$ cat config.mk
export PLATFORM = sky130hd
export DESIGN_NAME = serve_sequencer_flat
export DESIGN_NICKNAME = d
export VERILOG_FILES = /design/src/rtl/serve_sequencer_if.sv /design/src/rtl/serve_sequencer.sv /design/src/flat_wrapper.sv
export SDC_FILE = /design/constraint.sdc
export NUM_CORES = 1
export LEC_CHECK = 0
export CAP_MARGIN = 15
export CORE_MARGIN = 8
export CORE_UTILIZATION = 41
export CTS_BUF_LIST = sky130_fd_sc_hd__clkbuf_4
export DETAILED_ROUTE_END_ITERATION = 10
export GPL_ROUTABILITY_DRIVEN = 0
export PLACE_DENSITY = 0.72
export SLEW_MARGIN = 30
export SYNTH_ARGS = -nofsm -noshare
export SYNTH_HDL_FRONTEND = slang
export SYNTH_SLANG_ARGS = --single-unit
export TNS_END_PERCENT = 30
$ cat constraint.sdc
create_clock -name pixelClock -period 2.5 [get_ports pixelClock]
set_input_delay 0.5 -clock pixelClock [delete_from_list [all_inputs] [get_ports pixelClock]]
set_output_delay 0.5 -clock pixelClock [all_outputs]
set_load 0.03 [all_outputs]
$ cat src/rtl/serve_sequencer_if.sv
// Serve sequencer bus: frame tick, game-state code and serve buttons in;
// puck load/enable controls, serve-complete request and debug phase out.
interface serve_sequencer_if;
  logic       vSyncStart;
  logic [7:0] state;
  logic       servePlayer;
  logic       serveComputer;
  logic       ballLoad;
  logic [9:0] ballLoadX;
  logic [9:0] ballLoadY;
  logic       ballDirRight;
  logic       ballEnable;
  logic       serveDone;
  logic [1:0] countdown;
  logic [2:0] phase;

  modport master (
    output vSyncStart, state, servePlayer, serveComputer,
    input  ballLoad, ballLoadX, ballLoadY, ballDirRight, ballEnable,
           serveDone, countdown, phase
  );

  modport slave (
    input  vSyncStart, state, servePlayer, serveComputer,
    output ballLoad, ballLoadX, ballLoadY, ballDirRight, ballEnable,
           serveDone, countdown, phase
  );
endinterface

$ cat src/rtl/serve_sequencer.sv
// Air-hockey serve sequencer: park puck, wait for server, 3-2-1 countdown, launch.
// Define SERVE_AUTO_EN to build the ARMED auto-serve timeout.
module serve_sequencer #(
  parameter int         COUNTDOWN_FRAMES  = 60,
  parameter int         AUTO_SERVE_FRAMES = 300,
  parameter logic [9:0] CENTER_X          = 10'd320,
  parameter logic [9:0] CENTER_Y          = 10'd240
) (
  input logic             pixelClock,
  input logic             reset,
  serve_sequencer_if.slave bus
);

  typedef enum logic [2:0] {
    S_IDLE         = 3'd0,
    S_PARK         = 3'd1,
    S_WAIT_RELEASE = 3'd2,
    S_ARMED        = 3'd3,
    S_COUNTDOWN    = 3'd4,
    S_LAUNCH       = 3'd5,
    S_RUN          = 3'd6
  } state_t;

  localparam int FC_W = $clog2(COUNTDOWN_FRAMES + 1);
  localparam logic [FC_W-1:0] FRAME_LAST = FC_W'(COUNTDOWN_FRAMES - 1);

  state_t          r_state, w_state_next;
  logic [FC_W-1:0] r_frame, w_frame_next;
  logic [1:0]      r_digit, w_digit_next;
  logic            r_kick, w_kick_next;
  logic            r_dir, w_dir_next;
  logic            r_server_player, w_server_next;
  logic            r_ball_load, r_ball_enable, r_serve_done;
  logic [1:0]      r_countdown;
  logic            w_serve_btn;
  logic            w_auto_expired;

`ifdef SERVE_AUTO_EN
  localparam int AC_W = $clog2(AUTO_SERVE_FRAMES + 1);
  localparam logic [AC_W-1:0] AUTO_LAST = AC_W'(AUTO_SERVE_FRAMES - 1);
  logic [AC_W-1:0] r_auto, w_auto_next;
  assign w_auto_expired = (r_auto == AUTO_LAST);
`else
  assign w_auto_expired = 1'b0;
`endif

  // Only the conceding side's button is looked at.
  assign w_serve_btn = r_server_player ? bus.servePlayer : bus.serveComputer;

  always_comb begin
    w_state_next  = r_state;
    w_frame_next  = r_frame;
    w_digit_next  = r_digit;
    w_kick_next   = r_kick;
    w_dir_next    = r_dir;
    w_server_next = r_server_player;
`ifdef SERVE_AUTO_EN
    w_auto_next   = r_auto;
`endif
    if (bus.state == 8'd0 && r_state != S_IDLE) begin
      w_state_next = S_IDLE;
      w_frame_next = '0;
      w_digit_next = 2'd0;
      w_kick_next  = 1'b0;
`ifdef SERVE_AUTO_EN
      w_auto_next  = '0;
`endif
    end else begin
      case (r_state)
        S_IDLE: begin
          case (bus.state)
            8'd1: begin
              w_dir_next   = 1'b1;
              w_kick_next  = 1'b1;
              w_state_next = S_PARK;
            end
            8'd2: begin
              w_server_next = 1'b0;
              w_dir_next    = 1'b0;
              w_state_next  = S_PARK;
            end
            8'd3: begin
              w_server_next = 1'b1;
              w_dir_next    = 1'b1;
              w_state_next  = S_PARK;
            end
            default: ;
          endcase
        end
        S_PARK: begin
          if (r_kick) begin
            w_state_next = S_COUNTDOWN;
            w_digit_next = 2'd3;
            w_frame_next = '0;
          end else begin
            w_state_next = S_WAIT_RELEASE;
          end
        end
        S_WAIT_RELEASE: begin
          if (bus.vSyncStart && !w_serve_btn) begin
            w_state_next = S_ARMED;
`ifdef SERVE_AUTO_EN
            w_auto_next  = '0;
`endif
          end
        end
        S_ARMED: begin
          // Press and timeout on the same tick collapse into one entry.
          if (bus.vSyncStart) begin
            if (w_serve_btn || w_auto_expired) begin
              w_state_next = S_COUNTDOWN;
              w_digit_next = 2'd3;
              w_frame_next = '0;
            end else begin
`ifdef SERVE_AUTO_EN
              w_auto_next = r_auto + 1'b1;
`endif
            end
          end
        end
        S_COUNTDOWN: begin
          if (bus.vSyncStart) begin
            if (r_frame == FRAME_LAST) begin
              w_frame_next = '0;
              if (r_digit == 2'd1) begin
                w_digit_next = 2'd0;
                w_state_next = S_LAUNCH;
              end else begin
                w_digit_next = r_digit - 2'd1;
              end
            end else begin
              w_frame_next = r_frame + 1'b1;
            end
          end
        end
        S_LAUNCH: begin
          if (bus.state == 8'd1) begin
            w_state_next = S_RUN;
            w_kick_next  = 1'b0;
          end
        end
        S_RUN: begin
          if (bus.state != 8'd1) w_state_next = S_IDLE;
        end
        default: w_state_next = S_IDLE;
      endcase
    end
  end

  // Outputs are registered from the next-state values so they align with phase.
  always_ff @(posedge pixelClock) begin
    if (reset) begin
      r_state         <= S_IDLE;
      r_frame         <= '0;
      r_digit         <= 2'd0;
      r_kick          <= 1'b0;
      r_dir           <= 1'b0;
      r_server_player <= 1'b0;
      r_ball_load     <= 1'b0;
      r_ball_enable   <= 1'b0;
      r_serve_done    <= 1'b0;
      r_countdown     <= 2'd0;
`ifdef SERVE_AUTO_EN
      r_auto          <= '0;
`endif
    end else begin
      r_state         <= w_state_next;
      r_frame         <= w_frame_next;
      r_digit         <= w_digit_next;
      r_kick          <= w_kick_next;
      r_dir           <= w_dir_next;
      r_server_player <= w_server_next;
      r_ball_load     <= (w_state_next == S_PARK);
      r_ball_enable   <= (w_state_next == S_RUN);
      r_serve_done    <= (w_state_next == S_LAUNCH);
      r_countdown     <= (w_state_next == S_COUNTDOWN) ? w_digit_next : 2'd0;
`ifdef SERVE_AUTO_EN
      r_auto          <= w_auto_next;
`endif
    end
  end

  assign bus.ballLoad     = r_ball_load;
  assign bus.ballLoadX    = CENTER_X;
  assign bus.ballLoadY    = CENTER_Y;
  assign bus.ballDirRight = r_dir;
  assign bus.ballEnable   = r_ball_enable;
  assign bus.serveDone    = r_serve_done;
  assign bus.countdown    = r_countdown;
  assign bus.phase        = r_state;

endmodule

$ cat src/flat_wrapper.sv
// flat-port wrapper written by rule: the top's interface ports become plain ports
module serve_sequencer_flat 
#(
  parameter int         COUNTDOWN_FRAMES  = 60,
  parameter int         AUTO_SERVE_FRAMES = 300,
  parameter logic [9:0] CENTER_X          = 10'd320,
  parameter logic [9:0] CENTER_Y          = 10'd240
)
  (pixelClock, reset, bus_vSyncStart, bus_state, bus_servePlayer, bus_serveComputer, bus_ballLoad, bus_ballLoadX, bus_ballLoadY, bus_ballDirRight, bus_ballEnable, bus_serveDone, bus_countdown, bus_phase);
  serve_sequencer_if bus_i ();
  input logic pixelClock;
  input logic reset;
  input wire logic [$bits(bus_i.vSyncStart)-1:0] bus_vSyncStart;
  input wire logic [$bits(bus_i.state)-1:0] bus_state;
  input wire logic [$bits(bus_i.servePlayer)-1:0] bus_servePlayer;
  input wire logic [$bits(bus_i.serveComputer)-1:0] bus_serveComputer;
  output wire logic [$bits(bus_i.ballLoad)-1:0] bus_ballLoad;
  output wire logic [$bits(bus_i.ballLoadX)-1:0] bus_ballLoadX;
  output wire logic [$bits(bus_i.ballLoadY)-1:0] bus_ballLoadY;
  output wire logic [$bits(bus_i.ballDirRight)-1:0] bus_ballDirRight;
  output wire logic [$bits(bus_i.ballEnable)-1:0] bus_ballEnable;
  output wire logic [$bits(bus_i.serveDone)-1:0] bus_serveDone;
  output wire logic [$bits(bus_i.countdown)-1:0] bus_countdown;
  output wire logic [$bits(bus_i.phase)-1:0] bus_phase;
  assign bus_i.vSyncStart = bus_vSyncStart;
  assign bus_i.state = bus_state;
  assign bus_i.servePlayer = bus_servePlayer;
  assign bus_i.serveComputer = bus_serveComputer;
  assign bus_ballLoad = bus_i.ballLoad;
  assign bus_ballLoadX = bus_i.ballLoadX;
  assign bus_ballLoadY = bus_i.ballLoadY;
  assign bus_ballDirRight = bus_i.ballDirRight;
  assign bus_ballEnable = bus_i.ballEnable;
  assign bus_serveDone = bus_i.serveDone;
  assign bus_countdown = bus_i.countdown;
  assign bus_phase = bus_i.phase;
  serve_sequencer #(.COUNTDOWN_FRAMES(COUNTDOWN_FRAMES), .AUTO_SERVE_FRAMES(AUTO_SERVE_FRAMES), .CENTER_X(CENTER_X), .CENTER_Y(CENTER_Y)) u_core (.pixelClock(pixelClock), .reset(reset), .bus(bus_i));
endmodule
Yosys cells after proc, flatten, opt, wreduce, memory -nomap -nowiden
Cells that the tools add are included.
{ "classes": {"add_sub_neg": 2, "n_eq_ne": 22, "n_mux": 32, "bitwise_logic": 2, "n_reduce_logical": 18} }
{ "op_table": {"columns": ["operator", "count"], "rows": [
  ["$mux W3", 11],
  ["$mux W6", 5],
  ["$pmux W3 S7", 1],
  ["$eq A3 B3 Y1 const B", 6],
  ["$pmux W6 S3", 1],
  ["$eq A8 B2 Y1 const B", 2],
  ["$mux W2", 7],
  ["$reduce_and A3 Y1", 3],
  ["$eq A8 B1 Y1 const B", 1],
  ["$logic_not A8 Y1", 1],
  ["$ne A2 B1 Y1 const B", 4],
  ["$ne A8 B1 Y1 const B", 1],
  ["$add A6 B1 Y6 const B", 1],
  ["$eq A3 B1 Y1 const B", 2],
  ["$eq A3 B2 Y1 const B", 2],
  ["$eq A6 B6 Y1 const B", 1],
  ["$pmux W1 S2", 3],
  ["$pmux W2 S3", 1],
  ["$reduce_bool A2 Y1", 3],
  ["$reduce_bool A3 Y1", 2],
  ["$reduce_or A2 Y1", 3],
  ["$reduce_and A5 Y1", 1],
  ["$ne A2 B2 Y1 const B", 2],
  ["$logic_not A3 Y1", 1],
  ["other kinds (7)", 11]
]} }
{ "word_totals": {"regBits": 19, "inputBits": 13, "output_inout_bits": 29, "wordCells": 86} }

Longest topological paths before layout
Gate-level depths: netlist (run 1).
{ "logic_depth": {"ltp_word": 9, "depth_mapped": 6, "ltp_nobuf": 6} }

Worst setup path after synthesis (run 1)
Ideal clock, no wire load.
{ "synth_timing": {"path_kind": "reg2reg", "start": "register u_core.r_state[2], in the netlist u_core.bus.phase[2]", "end": "register u_core.r_countdown[1], in the netlist u_core.bus.countdown[1]", "setup_time_ps": 88, "arrival_time_ps": 1739, "required_ps": 2412, "setup_slack_ps": 673, "path_stages_with_launch": 7, "path_buffers": 1, "synth_period_minus_slack_ps": 1827, "path_cell_list": "dfxtp_1 > buf_2 > nor3_2 > o2111a_1 > a2111oi_4 > nand3b_2 > nor4_2"} }
{ "synth_between": {"elab_chain_cells": 8, "word_cells_on_any_way": 25, "classes_between": "7 x eq/ne; 13 x mux; 1 x bitwise; 4 x reduce/logical"} }
{ "synth_rtl": {"columns": ["element", "line_no", "text"], "rows": [
  ["start, declared", "serve_sequencer.sv:27", "state_t r_state, w_state_next;"],
  ["start signal, assigned", "serve_sequencer.sv:167", "r_state <= w_state_next;"],
  ["$mux W3", "serve_sequencer.sv:125", "if (r_digit == 2'd1) begin"],
  ["$mux W3", "serve_sequencer.sv:123", "if (r_frame == FRAME_LAST) begin"],
  ["$mux W3", "serve_sequencer.sv:122", "if (bus.vSyncStart) begin"],
  ["$pmux W3 S7", "serve_sequencer.sv:69", "case (r_state)"],
  ["$mux W3", "serve_sequencer.sv:60", "if (bus.state == 8'd0 && r_state != S_IDLE) begin"],
  ["$eq A3 B3 Y1", "serve_sequencer.sv:176", "r_countdown <= (w_state_next == S_COUNTDOWN) ? w_digit_next : 2'd0;"],
  ["$not A1 Y1 (no source line)", null, null],
  ["$reduce_or A2 Y1 (no source line)", null, null],
  ["end signal, assigned", "serve_sequencer.sv:176", null],
  ["end, declared", "serve_sequencer.sv:34", "logic [1:0] r_countdown;"]
]} }
Parallel ways exist; a longest one is shown, timed or not.
A chain may end at the register's enable or synchronous reset.

Final worst setup path (run 1)
{ "layout_timing": {"start": "register u_core.r_state[1], in the netlist u_core.bus.phase[1]", "end": "output port bus_phase[1]"} }
{ "layout_lines": {"columns": ["element", "line_no", "text"], "rows": [
  ["end, declared", "flat_wrapper.sv:24", "output wire logic [$bits(bus_i.phase)-1:0] bus_phase;"]
]} }
No word-level cell between the ends.

==> impl_metrics.toml, run 1 <==
[route]
drtIter0Drc = 31
dr.pass1.iters = 4
vias_per_cell = 5.13
drcViolationCount = 0
wl_mm = 2.95
antenna_left = 0
wl_per_cell_um = 14.1
vias = 1078

[pwr]
power.switching_fraction_pct = 32.2
clockPowerShare_pct = 26.3
netSwitchingPower_uw = 195
combinationalPowerShare_pct = 21.0
internal_power_uw = 410
p_total_uw = 605
leakagePower_uw = 0.000549
p_seq_share_pct = 52.7
powerDensity_mw_per_mm2 = 395
vdd.ir_drop.worst_uv = 195

[place]
place_hpwl_mm = 2.39
portBuffers = 21

[worst_setup_path]
cp_data_arrival_time_ns = 1.76
critPathMaxFanout = 17
critPathTopFamily = "buffers and inverters"
cpMaxStageDelayCell = "clkdlybuf4s50_1"
cp_data_required_time_ns = 2.00
cp_num_buf_inv = 1
worst-setup-path-type = "register to output pin"
startpoint_type = "register"
crit_path_end_kind = "output pin"
cp_cell_sequence = "clkdlybuf4s50_1"
max_stage_delay_ns = 0.78

[min_path]
hp-class = "register to register"

[synthesis]
yosys_warnings = 0
synth.most_common_cell = "buf_4"
ys_types = 55
synth_area_leaders = "dfxtp_1 (28%), buf_4 (11%), nor2_1 (3.9%), a21oi_1 (3.4%), xnor2_1 (3.3%)"
yosys-top-cells-count = "buf_4 (20), dfxtp_1 (19), nor2_1 (14)"
syn_area_sq_mm = 0.00134
ys.flop_type = "dfxtp_1"
synth-edff-count = 0
syn-mean-instance-area_sq_um = 9.21
synth_top_cell_by_area = "dfxtp_1"
synthCells = 145
synthArstFlopShare_pct = 0
ys_seq_area_share_pct = 28.5
ys_ff_latch = 19
synth.top_cell.area_share_pct = 28.5

[floorplan]
core_sq_mm = 0.00308
die_x_um = 73.1
start_util_pct = 43.4
placement_rows = 20
die_h_um = 73.1
boundaryPins = 42
dieArea_sq_mm = 0.00534

[sta]
report.final.slew_viol_count = 0
relSlewSlack_pct = 64.0
final-hold-violation-count = 0
setup_viol = 0
fmax_ghz = 0.443
rsz0062_at_grt = "false"
fin_skew_ns = 0.00634
post-route-period-util_pct = 90.3
fin_tns_setup_ns = 0
worstMarginPinSlew_ns = 0.540
period_needed_ns = 2.26

[cts]
post_cts_buffers = 0
clk_path_buf_depth = 2
clk_pin_slew_ns = 0.11
cts_resized = 0
cts_tree = "done"
htreeDepth = 1
root_buffer = "clkbuf_4"
ctsHoldBuffers = 0
clkLatencyLatePin_ns = 0.30
cts_num_sinks = 19
cts_buffers = 3

[grt]
grt_max_degree = 18
grt_pass1_vias = 1086
antenna_found_initial = 0
track_usage_pct = 11.4
overflow = 0
grt_pass1_wl_mm = 4.89

[run_status]
status = "finished clean"

[cells_and_area]
area_growth_pct = 14.7
drive_above_1_share_pct = 16.9
diodes = 0
nNetsFinal = 182

[flow_run]
cap_violations = 0
worst paths after layout:
| path | start | endpoint | slack (ns) | cells after the start |
|---|---|---|---|---|
| min | u_core.r_server_player | u_core.r_server_player | 0.48 | 2 |
| max reg2reg | u_core.bus.phase[0] | u_core.r_frame[0] | 0.49 | 5 |
| min reg2reg | u_core.r_server_player | u_core.r_server_player | 0.48 | 2 |
| max | u_core.bus.phase[1] | bus_phase[1] | 0.24 | 1 |
flip-flops by register name, indices dropped and copies added (netlist names):
name,flops
u_core.r_frame,6
u_core.bus.phase,3
u_core.bus.countdown,2
u_core.r_digit,2
u_core.bus.ballDirRight,1
u_core.bus.ballEnable,1
u_core.bus.ballLoad,1
u_core.bus.serveDone,1
u_core.r_kick,1
u_core.r_server_player,1
through the flow:
step	std cells	cell area (sq um)	utilization, %	setup slack, ns	hold slack, ns
floorplan	163	1400	-	0.673	0.438
global placement	206	1500	48.9	0.124	0.450
detailed placement	206	1500	48.9	0.0732	0.464
CTS	210	1530	49.8	0.234	0.484
global route	210	1530	49.8	0.168	0.507
finish	210	1530	49.8	0.241	0.477
per-layer routing:
metal,vias up,track usage (%),wire (um)
met4,0,4.67,35
met5,-,0,0
met1,502,11.9,1210
li1,526,-,-
met3,6,3.30,227
met2,44,20.8,1480
kinds of logic (layout without fill, tap and decap cells):
logic type	after synthesis	count (layout)	synth area share [%]
adders and majority gates	2	2	1.87
buffers and inverters	25	28	13.7
xor gates and xnor gates	5	5	3.28
DFF	19	19	28.5
and+or+nand+nor	61	61	33.1
AOI/OAI and AO/OA	29	29	17.4
other	2	20	0.563
muxes	2	2	1.59
power groups by stage:
stage	Sequential, uW	Clock (uW)	Combinational, uW
after CTS	319	170	125
after global placement	325	0	123
after floorplan	324	0	111
final	319	159	127
after global routing	320	181	136
after detailed placement	325	0	125
area by class of cell:
class,instances,area [sq um]
timing repair buffer,23,225
tap,44,55.1
multi-input combinational,119,840
clock inverter,1,5.00
clock buffer,3,22.5
fill,327,1550
inverter,1,3.75
sequential,19,380
layout by cell type, fill, tap and decap left out, types with 2 or more instances in the layout:
cell type,synthesis,routed
nand3b_1,3,3
nand4_1,2,2
clkbuf_4,0,3
nand2_1,9,9
buf_4,20,2
nand3_1,3,3
nor2_1,14,14
a21oi_1,9,9
nor3_4,2,2
xnor2_1,5,5
dfxtp_1,19,19
o21ai_0,3,3
ha_1,2,2
conb_1,2,20
clkdlybuf4s50_1,0,21
nor3_1,4,4
nor3_2,2,2
a2bb2oi_1,2,2
nor2b_1,3,3
nor4_2,2,2
worst min-delay path: stages, from the launching register on:
cell	delay (ns)
dfxtp_1	0.33
nand2_1	0.05
a21oi_1	0.06
Power figures use the tool's default switching activity.
==> inputs of run 2 (changes only) <==
--- a/config.mk
+++ b/config.mk
@@ -7,11 +7,11 @@
 export LEC_CHECK = 0
 export CAP_MARGIN = 15
 export CORE_MARGIN = 8
-export CORE_UTILIZATION = 41
+export CORE_UTILIZATION = 52
 export CTS_BUF_LIST = sky130_fd_sc_hd__clkbuf_4
 export DETAILED_ROUTE_END_ITERATION = 10
 export GPL_ROUTABILITY_DRIVEN = 0
-export PLACE_DENSITY = 0.72
+export PLACE_DENSITY = 0.88
 export SLEW_MARGIN = 30
 export SYNTH_ARGS = -nofsm -noshare
 export SYNTH_HDL_FRONTEND = slang
==> constraint.sdc (replaced) <==
create_clock -name pixelClock -period 2.6 [get_ports pixelClock]
set_input_delay 0.52 -clock pixelClock [delete_from_list [all_inputs] [get_ports pixelClock]]
set_output_delay 0.52 -clock pixelClock [all_outputs]
set_load 0.03 [all_outputs]
==> run 2 against run 1 <==
Against the previous run:
- sequential power shrank 4%
- flip-flop and latch count unchanged
- register-to-register slack gained 0.10 ns
- global-route usage is 2.0 points higher
- clock-buffer cell count unchanged
- final area fell by 1.1%
- non-clock buffer count did not move
==> impl_metrics.toml, run 2 (synthesized netlist as in run 1, its figures left out) <==
[route]
dr.pass1.iters = 4
vias_per_cell = 5.47
wl_mm = 2.90
vias = 1072
dr_wl_met2_mm = 1.62
drtIter0Drc = 48
wl_per_cell_um = 14.8
wl_met3_um = 164
maxUsedRoutingLayer = "met4"
wl_met1_mm = 1.11
antenna_left = 0
drcViolationCount = 0

[worst_setup_path]
cp_data_required_time_ns = 2.08
startpoint_type = "register"
cp_data_arrival_time_ns = 1.76
critPathMaxFanout = 14
cp_num_buf_inv = 1
worst-setup-path-type = "register to output pin"
crit_path_end_kind = "output pin"
cp_cell_sequence = "clkdlybuf4s50_1"
max_stage_delay_ns = 0.78
cpMaxStageDelayCell = "clkdlybuf4s50_1"
critPathTopFamily = "buffers and inverters"

[grt]
antenna_found_initial = 0
grt_pass1_vias = 1031
overflow = 0
track_usage_pct = 13.4
grt_max_degree = 18
grt_pass1_wl_mm = 4.72

[cts]
clkLatencyLatePin_ns = 0.30
cts_resized = 0
clk_path_buf_depth = 2
post_cts_buffers = 0
ctsHoldBuffers = 0
cts_buffers = 3
htreeDepth = 1
cts_num_sinks = 19
cts_tree = "done"
root_buffer = "clkbuf_4"
clk_pin_slew_ns = 0.11

[place]
place_hpwl_mm = 2.34
place_inst = 192
portBuffers = 21
placed_area_sq_mm = 0.00149

[sta]
report.final.slew_viol_count = 0
worstMarginPinSlew_ns = 0.531
finalHoldWorstSlack_ns = 0.475
relSlewSlack_pct = 64.5
fin_tns_setup_ns = 0
final-hold-violation-count = 0
post-route-period-util_pct = 87.6
fin_skew_ns = 0.00255
setup_viol = 0
fmax_ghz = 0.439
period_needed_ns = 2.28
rsz0062_at_grt = "false"

[floorplan]
boundaryPins = 42
placement_rows = 18
die_h_um = 66.7
dieArea_sq_mm = 0.00444
die_x_um = 66.7
core_sq_mm = 0.00245
start_util_pct = 54.4

[cells_and_area]
fill_cells = 214
final_cells = 196
design_area_sq_mm = 0.00151
regMostFlops = "u_core.r_frame"
drive_above_1_share_pct = 16.9
diodes = 0
area_growth_pct = 13.4
largest_reg_flops = 6
multi_input_area_sq_um = 840
seq_area_sq_um = 380
nNetsFinal = 182
mostFrequentLayoutCell = "clkdlybuf4s50_1"
final_cell_mix = "clkdlybuf4s50_1 (21), conb_1 (20), dfxtp_1 (19)"

[pwr]
clockPowerShare_pct = 26.2
combinationalPowerShare_pct = 21.0
internal_power_uw = 394
leakagePower_uw = 0.000549
netSwitchingPower_uw = 185
p_total_uw = 580
powerDensity_mw_per_mm2 = 383
vdd.ir_drop.worst_uv = 423
p_seq_share_pct = 52.8
power.switching_fraction_pct = 31.9

[run_status]
status = "finished clean"

[flow_run]
cap_violations = 0

[min_path]
hp-class = "register to register"
## run 2: cell counts in the layout (fill, tap and decap cells not counted)
No cell type changed its count.
## run 2: metrics by stage
step                      worst slack [ns]  util [%]
after floorplan                      0.773         -
after global placement               0.210      60.6
after detailed placement             0.140      60.6
after CTS                            0.337      61.7
after global routing                 0.246      61.7
final                                0.323      61.7
## run 2: worst reg2reg max path, delay by kind of cell, from the launching register on
family	cells	cell delay [ns]
AOI/OAI and AO/OA	1	0.26
DFF	1	0.64
and+or+nand+nor	4	1.02
## run 2: per-layer routing
| layer | vias up | GRT usage (%) |
|---|---|---|
| met2 | 26 | 25.0 |
| met4 | 0 | 2.67 |
| li1 | 526 | - |
| met3 | 5 | 4.03 |
| met1 | 515 | 14.3 |
| met5 | - | 0 |
## run 2: worst paths after layout
kind	from	end	slack, ns	depth (start not counted)
hold / removal	u_core.r_server_player	u_core.r_server_player	0.47	2
setup / recovery	u_core.bus.phase[2]	bus_phase[2]	0.32	1
hold reg to reg	u_core.r_server_player	u_core.r_server_player	0.47	2
setup reg to reg	u_core.bus.phase[0]	u_core.r_frame[3]	0.59	5
## run 2: cell type report
| type | instances | area share [%] |
|---|---|---|
| Timing Repair Buffer | 23 | 14.9 |
| Tap cell | 30 | 2.48 |
| Sequential cell | 19 | 25.1 |
| Clock inverter | 1 | 0.331 |
| Multi-Input combinational cell | 119 | 55.5 |
| Clock buffer | 3 | 1.49 |
| Inverter | 1 | 0.248 |
## run 2: power groups by stage
stage               registers (uW)  clock network, uW  logic (uW)
global placement               312                  0         118
finish                         306                152         122
detailed placement             312                  0         120
global route                   307                170         130
floorplan                      312                  0         107
CTS                            306                152         121
